--- src/rtl/paint_pkg.sv ---
// Shared constants, FSM state type and constant-multiply helper for the
// paint design's framebuffer write path.
package paint_pkg;

  localparam int H_RES    = 640;
  localparam int V_RES    = 480;
  localparam int ADDR_W   = 19;
  localparam int FB_WORDS = H_RES * V_RES;

  typedef enum logic [1:0] {
    IDLE,
    PAINT,
    CLEAR,
    FINISH
  } state_t;

  // Constant multiply built only from shifted copies of v (640 -> v<<9 + v<<7).
  function automatic logic [31:0] mulConst(input logic [10:0] v, input int unsigned k);
    logic [31:0] acc;
    acc = '0;
    for (int b = 0; b < 32; b++) begin
      if (k[b]) acc = acc + (32'(v) << b);
    end
    return acc;
  endfunction

endpackage

--- src/rtl/brush_addr_gen.sv ---
// Raster walker for brush_sequencer: x/y position, column/row counters and
// the running framebuffer address, for either a brush square or the full screen.
module brush_addr_gen #(
  parameter int H_RES  = paint_pkg::H_RES,
  parameter int V_RES  = paint_pkg::V_RES,
  parameter int SIZE   = 16,
  parameter int ADDR_W = paint_pkg::ADDR_W
) (
  input  logic              i_clk,
  input  logic              i_rstN,
  input  logic              i_loadPaint,
  input  logic              i_loadClear,
  input  logic              i_advance,
  input  logic [10:0]       i_x0,
  input  logic [10:0]       i_y0,
  output logic [ADDR_W-1:0] o_addr,
  output logic              o_inScreen,
  output logic              o_lastPixel
);

  import paint_pkg::*;

  // 12-bit positions so x0/y0 near 2047 plus the brush edge never wrap.
  localparam int CW = 12;

  logic [CW-1:0]     r_x, r_y, r_col, r_row, r_lastCol, r_lastRow;
  logic [ADDR_W-1:0] r_addr, r_rowStep;
  logic [CW-1:0]     w_x, w_y, w_col, w_row, w_lastCol, w_lastRow;
  logic [ADDR_W-1:0] w_addr, w_rowStep;
  logic              w_colEnd, w_rowEnd;

  always_comb begin
    w_colEnd  = (r_col == r_lastCol);
    w_rowEnd  = (r_row == r_lastRow);
    w_x       = r_x;
    w_y       = r_y;
    w_col     = r_col;
    w_row     = r_row;
    w_lastCol = r_lastCol;
    w_lastRow = r_lastRow;
    w_addr    = r_addr;
    w_rowStep = r_rowStep;
    if (i_loadClear) begin
      // A full-width walk makes the row-end step collapse to +1.
      w_x       = '0;
      w_y       = '0;
      w_col     = '0;
      w_row     = '0;
      w_lastCol = CW'(H_RES - 1);
      w_lastRow = CW'(V_RES - 1);
      w_addr    = '0;
      w_rowStep = ADDR_W'(1);
    end else if (i_loadPaint) begin
      w_x       = CW'(i_x0);
      w_y       = CW'(i_y0);
      w_col     = '0;
      w_row     = '0;
      w_lastCol = CW'(SIZE - 1);
      w_lastRow = CW'(SIZE - 1);
      w_addr    = ADDR_W'(mulConst(i_y0, H_RES)) + ADDR_W'(i_x0);
      w_rowStep = ADDR_W'(H_RES - SIZE + 1);
    end else if (i_advance) begin
      if (w_colEnd) begin
        w_col  = '0;
        w_row  = r_row + CW'(1);
        w_x    = r_x - r_lastCol;
        w_y    = r_y + CW'(1);
        w_addr = r_addr + r_rowStep;
      end else begin
        w_col  = r_col + CW'(1);
        w_x    = r_x + CW'(1);
        w_addr = r_addr + ADDR_W'(1);
      end
    end
  end

  // o_inScreen describes the pixel that becomes current at the next edge.
  assign o_inScreen  = (w_x < CW'(H_RES)) && (w_y < CW'(V_RES));
  assign o_lastPixel = w_colEnd && w_rowEnd;
  assign o_addr      = r_addr;

  always_ff @(posedge i_clk) begin
    if (!i_rstN) begin
      r_x       <= '0;
      r_y       <= '0;
      r_col     <= '0;
      r_row     <= '0;
      r_lastCol <= '0;
      r_lastRow <= '0;
      r_addr    <= '0;
      r_rowStep <= '0;
    end else begin
      r_x       <= w_x;
      r_y       <= w_y;
      r_col     <= w_col;
      r_row     <= w_row;
      r_lastCol <= w_lastCol;
      r_lastRow <= w_lastRow;
      r_addr    <= w_addr;
      r_rowStep <= w_rowStep;
    end
  end

endmodule

--- src/rtl/brush_sequencer.sv ---
// Framebuffer write sequencer: expands a brush stamp or a screen clear into a
// handshaked per-pixel write stream towards the framebuffer port arbiter.
module brush_sequencer #(
  parameter int         H_RES  = paint_pkg::H_RES,
  parameter int         V_RES  = paint_pkg::V_RES,
  parameter int         SIZE   = 16,
  parameter int         ADDR_W = paint_pkg::ADDR_W,
  parameter logic [7:0] CLR_R  = 8'd0,
  parameter logic [7:0] CLR_G  = 8'd0,
  parameter logic [7:0] CLR_B  = 8'd0
) (
  input  logic              CLOCK_50,
  input  logic              reset,
  input  logic              paint_req,
  input  logic [10:0]       paint_x,
  input  logic [10:0]       paint_y,
  input  logic [7:0]        paint_r,
  input  logic [7:0]        paint_g,
  input  logic [7:0]        paint_b,
  input  logic              clear_req,
  output logic              wr_req,
  input  logic              wr_gnt,
  output logic [ADDR_W-1:0] wr_addr,
  output logic [7:0]        wr_r,
  output logic [7:0]        wr_g,
  output logic [7:0]        wr_b,
  output logic              busy,
  output logic              done
);

  import paint_pkg::*;

  state_t     r_state, w_nextState;
  logic       r_clrPending, r_wrReq, r_busy, r_done;
  logic [7:0] r_colR, r_colG, r_colB;
  logic       w_loadPaint, w_loadClear, w_advance, w_walking, w_step;
  logic       w_inScreen, w_lastPixel;
  logic       w_wrReqNext, w_busyNext, w_doneNext;

  brush_addr_gen #(
    .H_RES  (H_RES),
    .V_RES  (V_RES),
    .SIZE   (SIZE),
    .ADDR_W (ADDR_W)
  ) u_addrGen (
    .i_clk       (CLOCK_50),
    .i_rstN      (reset),
    .i_loadPaint (w_loadPaint),
    .i_loadClear (w_loadClear),
    .i_advance   (w_advance),
    .i_x0        (paint_x),
    .i_y0        (paint_y),
    .o_addr      (wr_addr),
    .o_inScreen  (w_inScreen),
    .o_lastPixel (w_lastPixel)
  );

  // A pixel moves on when granted, or at once when it is off-screen (no request).
  always_comb begin
    w_nextState = r_state;
    w_loadPaint = 1'b0;
    w_loadClear = 1'b0;
    w_advance   = 1'b0;
    w_walking   = (r_state == PAINT) || (r_state == CLEAR);
    w_step      = w_walking && (wr_gnt || !r_wrReq);
    unique case (r_state)
      IDLE: begin
        if (clear_req) begin
          w_nextState = CLEAR;
          w_loadClear = 1'b1;
        end else if (paint_req) begin
          w_nextState = PAINT;
          w_loadPaint = 1'b1;
        end
      end
      PAINT, CLEAR: begin
        if (w_step) begin
          if (w_lastPixel) w_nextState = FINISH;
          else             w_advance   = 1'b1;
        end
      end
      FINISH: begin
        if (r_clrPending) begin
          w_nextState = CLEAR;
          w_loadClear = 1'b1;
        end else begin
          w_nextState = IDLE;
        end
      end
      default: w_nextState = IDLE;
    endcase
    w_wrReqNext = ((w_nextState == PAINT) || (w_nextState == CLEAR)) && w_inScreen;
    w_busyNext  = (w_nextState != IDLE);
    w_doneNext  = (w_nextState == FINISH);
  end

  always_ff @(posedge CLOCK_50) begin
    if (!reset) begin
      r_state      <= IDLE;
      r_clrPending <= 1'b0;
      r_wrReq      <= 1'b0;
      r_busy       <= 1'b0;
      r_done       <= 1'b0;
      r_colR       <= '0;
      r_colG       <= '0;
      r_colB       <= '0;
    end else begin
      r_state <= w_nextState;
      r_wrReq <= w_wrReqNext;
      r_busy  <= w_busyNext;
      r_done  <= w_doneNext;
      if (r_state == FINISH)                  r_clrPending <= 1'b0;
      else if (r_state == PAINT && clear_req) r_clrPending <= 1'b1;
      if (w_loadClear) begin
        r_colR <= CLR_R;
        r_colG <= CLR_G;
        r_colB <= CLR_B;
      end else if (w_loadPaint) begin
        r_colR <= paint_r;
        r_colG <= paint_g;
        r_colB <= paint_b;
      end
    end
  end

  assign wr_req = r_wrReq;
  assign busy   = r_busy;
  assign done   = r_done;
  assign wr_r   = r_colR;
  assign wr_g   = r_colG;
  assign wr_b   = r_colB;

endmodule

--- config.mk ---
export PLATFORM = sky130hd
export DESIGN_NAME = brush_sequencer
export DESIGN_NICKNAME = d
export VERILOG_FILES = /design/src/rtl/paint_pkg.sv /design/src/rtl/brush_addr_gen.sv /design/src/rtl/brush_sequencer.sv
export SDC_FILE = /design/constraint.sdc
export NUM_CORES = 1
export LEC_CHECK = 0
export BUFFER_PORTS_ARGS = -buffer_cell sky130_fd_sc_hd__buf_2
export CAP_MARGIN = 0
export CORE_MARGIN = 3
export CORE_UTILIZATION = 35
export CTS_CLUSTER_SIZE = 24
export DETAILED_ROUTE_END_ITERATION = 6
export SYNTH_ARGS = -nofsm -noshare
export SYNTH_HDL_FRONTEND = slang
export SYNTH_HIERARCHICAL = 1
export SYNTH_SLANG_ARGS = --single-unit
--- constraint.sdc ---
create_clock -name CLOCK_50 -period 4 [get_ports CLOCK_50]
set_input_delay 0.6 -clock CLOCK_50 [delete_from_list [all_inputs] [get_ports CLOCK_50]]
set_output_delay 0.6 -clock CLOCK_50 [all_outputs]
set_load 0.01 [all_outputs]
==> run metrics <==
wire length of the first global-routing pass=23.8 mm; end of the worst hold path=wr_g[7]; count of cells along the worst register-to-register path=13; routed via count=5288; reg2reg setup slack=230 ps; Reg2Reg Launch Point=u_addrGen/r_col[0]; number of clock sinks=100; total of flip-flops plus latches after synthesis=100; via count of the first global-routing pass=4904; Synth top area share=0.343; count of endpoints failing setup in the final report=0; number of nets still failing antenna checks after routing=0; fraction of the core area covered by cells at the end of the flow=0.429; result of the run=completed; maximum fanout along the worst path=6; min-delay worst type=reg -> reg; largest area contributor in the synthesized netlist=dfxtp_1; area of the core=0.0161 sq mm; initial standard-cell utilization of the core=0.362; number of antenna violations at the first check in global routing=0; half-perimeter wire length after detailed placement=10.6 mm; maximum vdd drop=268 uV; final setup skew=9.62 ps; die area=0.0183 sq mm; setup TNS after final layout=0 ps; Arr. time, crit path=4020 ps; cells taking the most area after synthesis=dfxtp_1 34%, nand2_1 6.6%, xnor2_1 6.4%, ha_1 6.4%, nor2_1 5.5%; Required @ worst endpoint=4250 ps; kind of start point of the critical path=register; global-route total usage across every layer=0.159; diode count=0; pin count of the biggest net entering global routing=72; LEAKAGE=2.79 nW; DRC violation total after the first TritonRoute iteration=283; worst min-delay path startpoint=wr_g[7]; Routed wire per std cell=13.9 um; Cell Area, Placed=0.00654 sq mm; prevailing post-synth register cell=dfxtp_1; Period minus WS final=3770 ps; fraction of the cycle the final worst path needs=0.942; peak clock frequency supported by timing=265 MHz; final worst hold slack=452 ps; share of final-layout standard cells stronger than drive strength 1=0.178; Hold Fails Final Rpt=0; count of pins over their slew limit=0; Clock Pin Slew Worst Setup and Hold Paths=70 ps; DRC Markers=0; number of maximum-capacitance violations=0; TritonCTS clock tree=done; relative slew slack=0.328; count of nets after finishing=904; count of buffers inserted at the top-level ports=96; vias per cell=5.07; kind of end point of the critical path=register; Avg Inst Size Synth=8.01 sq um; number of buffers between clock root and the deepest sink=2; fillers=1709; sequential share of the synthesized area=0.343; # rows=46; worst hold path stage count=2; number of placed I/O pins=97; aggregate routed wire length=14.5 mm; gpl congestion=0.904; H-tree depth=3; first-pass iteration count of the detailed router=4; slew at the pin with the worst max-slew slack=1010 ps; number of cells produced by synthesis=729; synthesized area=0.00584 sq mm; PwrDens=525 mW/mm^2; EDFF count, synth=0; Inserted Clock Buffers=9; width of the die=135 um; total power draw=0.00363 W; count of yosys warnings during synthesis=6; terminus of the critical flop-to-flop path=wr_req; critical path start-end classification=reg -> reg; post-layout instance area=0.00691 sq mm; buffer type at the clock tree root=clkbuf_16; proportion of synthesized flip-flops having asynchronous set or reset=0; die span in y=135 um; Mapped Nets=812; GRT overflow=0; post-synth cell types=70; post-synthesis to final-layout area growth=18.4%; clock insertion delay at the later pin of the skew report=350 ps
-- critical path, stage by stage (launching register included) --
cell and delay, ps:
dfxtp_1 360, or4_4 560, o22a_4 250, nor3_1 260, buf_4 200, ha_1 290, a21oi_1 210, o31ai_2 120
maj3_1 380, a21oi_1 230, mux2i_1 250, xor2_1 100, o311a_1 300, and3_1 170
-- flip-flops by register name (all words and copies together), names as in the netlist --
| register | cells |
|---|---|
| u_addrGen/r_col | 12 |
| u_addrGen/r_rowStep | 1 |
| r_clrPending | 1 |
| wr_req | 1 |
| done | 1 |
| u_addrGen/r_row | 12 |
| wr_r | 8 |
| r_state | 2 |
| u_addrGen/r_y | 12 |
| u_addrGen/r_x | 12 |
| busy | 1 |
| u_addrGen/r_lastCol | 2 |
| wr_g | 8 |
| wr_b | 8 |
| u_addrGen/o_addr | 19 |
-- cells in the mapped netlist (4+ instances only) --
master	count
nand2_1	102
dfxtp_1	100
nor2_1	86
a21oi_1	63
xnor2_1	43
xor2_1	31
ha_1	30
nand3_1	26
o21ai_0	26
inv_1	19
clkbuf_1	17
nand4_1	16
nor3_1	16
and2_1	12
a211oi_1	10
or3_1	10
and3_1	8
o21bai_1	8
nor4_1	7
a31oi_1	6
mux2i_1	6
nand2b_1	6
buf_1	5
a21o_1	4
and4_1	4
buf_2	4
nor2b_1	4
-- power by group --
group          internal [W]  switching [W]  total (W)
registers           0.00112       0.000123    0.00124
clock network      0.000552       0.000409   0.000961
logic              0.000603       0.000828    0.00143
-- how the worst max path moves through the flow --
stage / start / end / slack (ps)
finish: u_addrGen/r_col[0] / wr_req / 230
global route: u_addrGen/r_col[0] / wr_req / -0.9
CTS: u_addrGen/r_lastCol[6] / wr_req / 150
detailed placement: u_addrGen/r_lastCol[6] / wr_req / 210
global placement: u_addrGen/r_col[0] / wr_req / 300
floorplan: u_addrGen/r_lastCol[6] / wr_req / 100
-- routing by layer --
metal / share of wire / vias up / global-route usage
li1: - / 2732 / -
met3: 0.034 / 13 / 0.0260
met5: 0 / - / 0
met2: 0.46 / 88 / 0.249
met4: 0.013 / 0 / 0.0554
met1: 0.49 / 2455 / 0.222
-- per-stage QoR --
step                      instances  setup WS (ps)
after floorplan                 729            101
after global placement         1023            300
after detailed placement       1023            210
after CTS                      1039            153
after global routing           1042         -0.854
final                          1042            232
-- repair_timing --
item / in CTS / in global routing
hold endpoints to repair: 0 / 0
resized for setup: 0 / 5
hold buffers: 0 / 0
buffers inserted: 0 / 3
endpoints found under the setup margin: 0 / 5
-- placed cells by master, fill, tap and decap left out, drive strengths merged, types with 5 or more instances in the layout --
| cell | count |
|---|---|
| buf | 112 |
| nand2 | 102 |
| dfxtp | 100 |
| nor2 | 86 |
| a21oi | 63 |
| xnor2 | 43 |
| xor2 | 31 |
| ha | 30 |
| o21ai | 27 |
| nand3 | 26 |
| inv | 22 |
| nand4 | 17 |
| nor3 | 17 |
| and2 | 12 |
| a211oi | 10 |
| or3 | 10 |
| clkbuf | 9 |
| and3 | 8 |
| o21bai | 8 |
| nor4 | 8 |
| nand2b | 6 |
| a31oi | 6 |
| mux2i | 6 |
| and4 | 5 |
-- layout make-up --
type                    count  area, sq um  area share
flip-flops and latches    100         2000       0.290
clock buffers               9          225      0.0326
inverters                  22         82.6      0.0119
multi-input cells         576         3640       0.526
repair buffers            112          601      0.0869
well taps                 216          270      0.0391
clock inverters             7         97.6      0.0141
-- kinds of logic after synthesis --
logic type / count (synthesis) / share of synthesized area
simple gates: 313 / 0.260
buf+inv: 53 / 0.0401
flops: 100 / 0.343
xor+xnor: 74 / 0.111
mux: 6 / 0.0103
fa+ha+maj: 33 / 0.0729
compound gates: 150 / 0.163
Power figures use the tool's default switching activity.
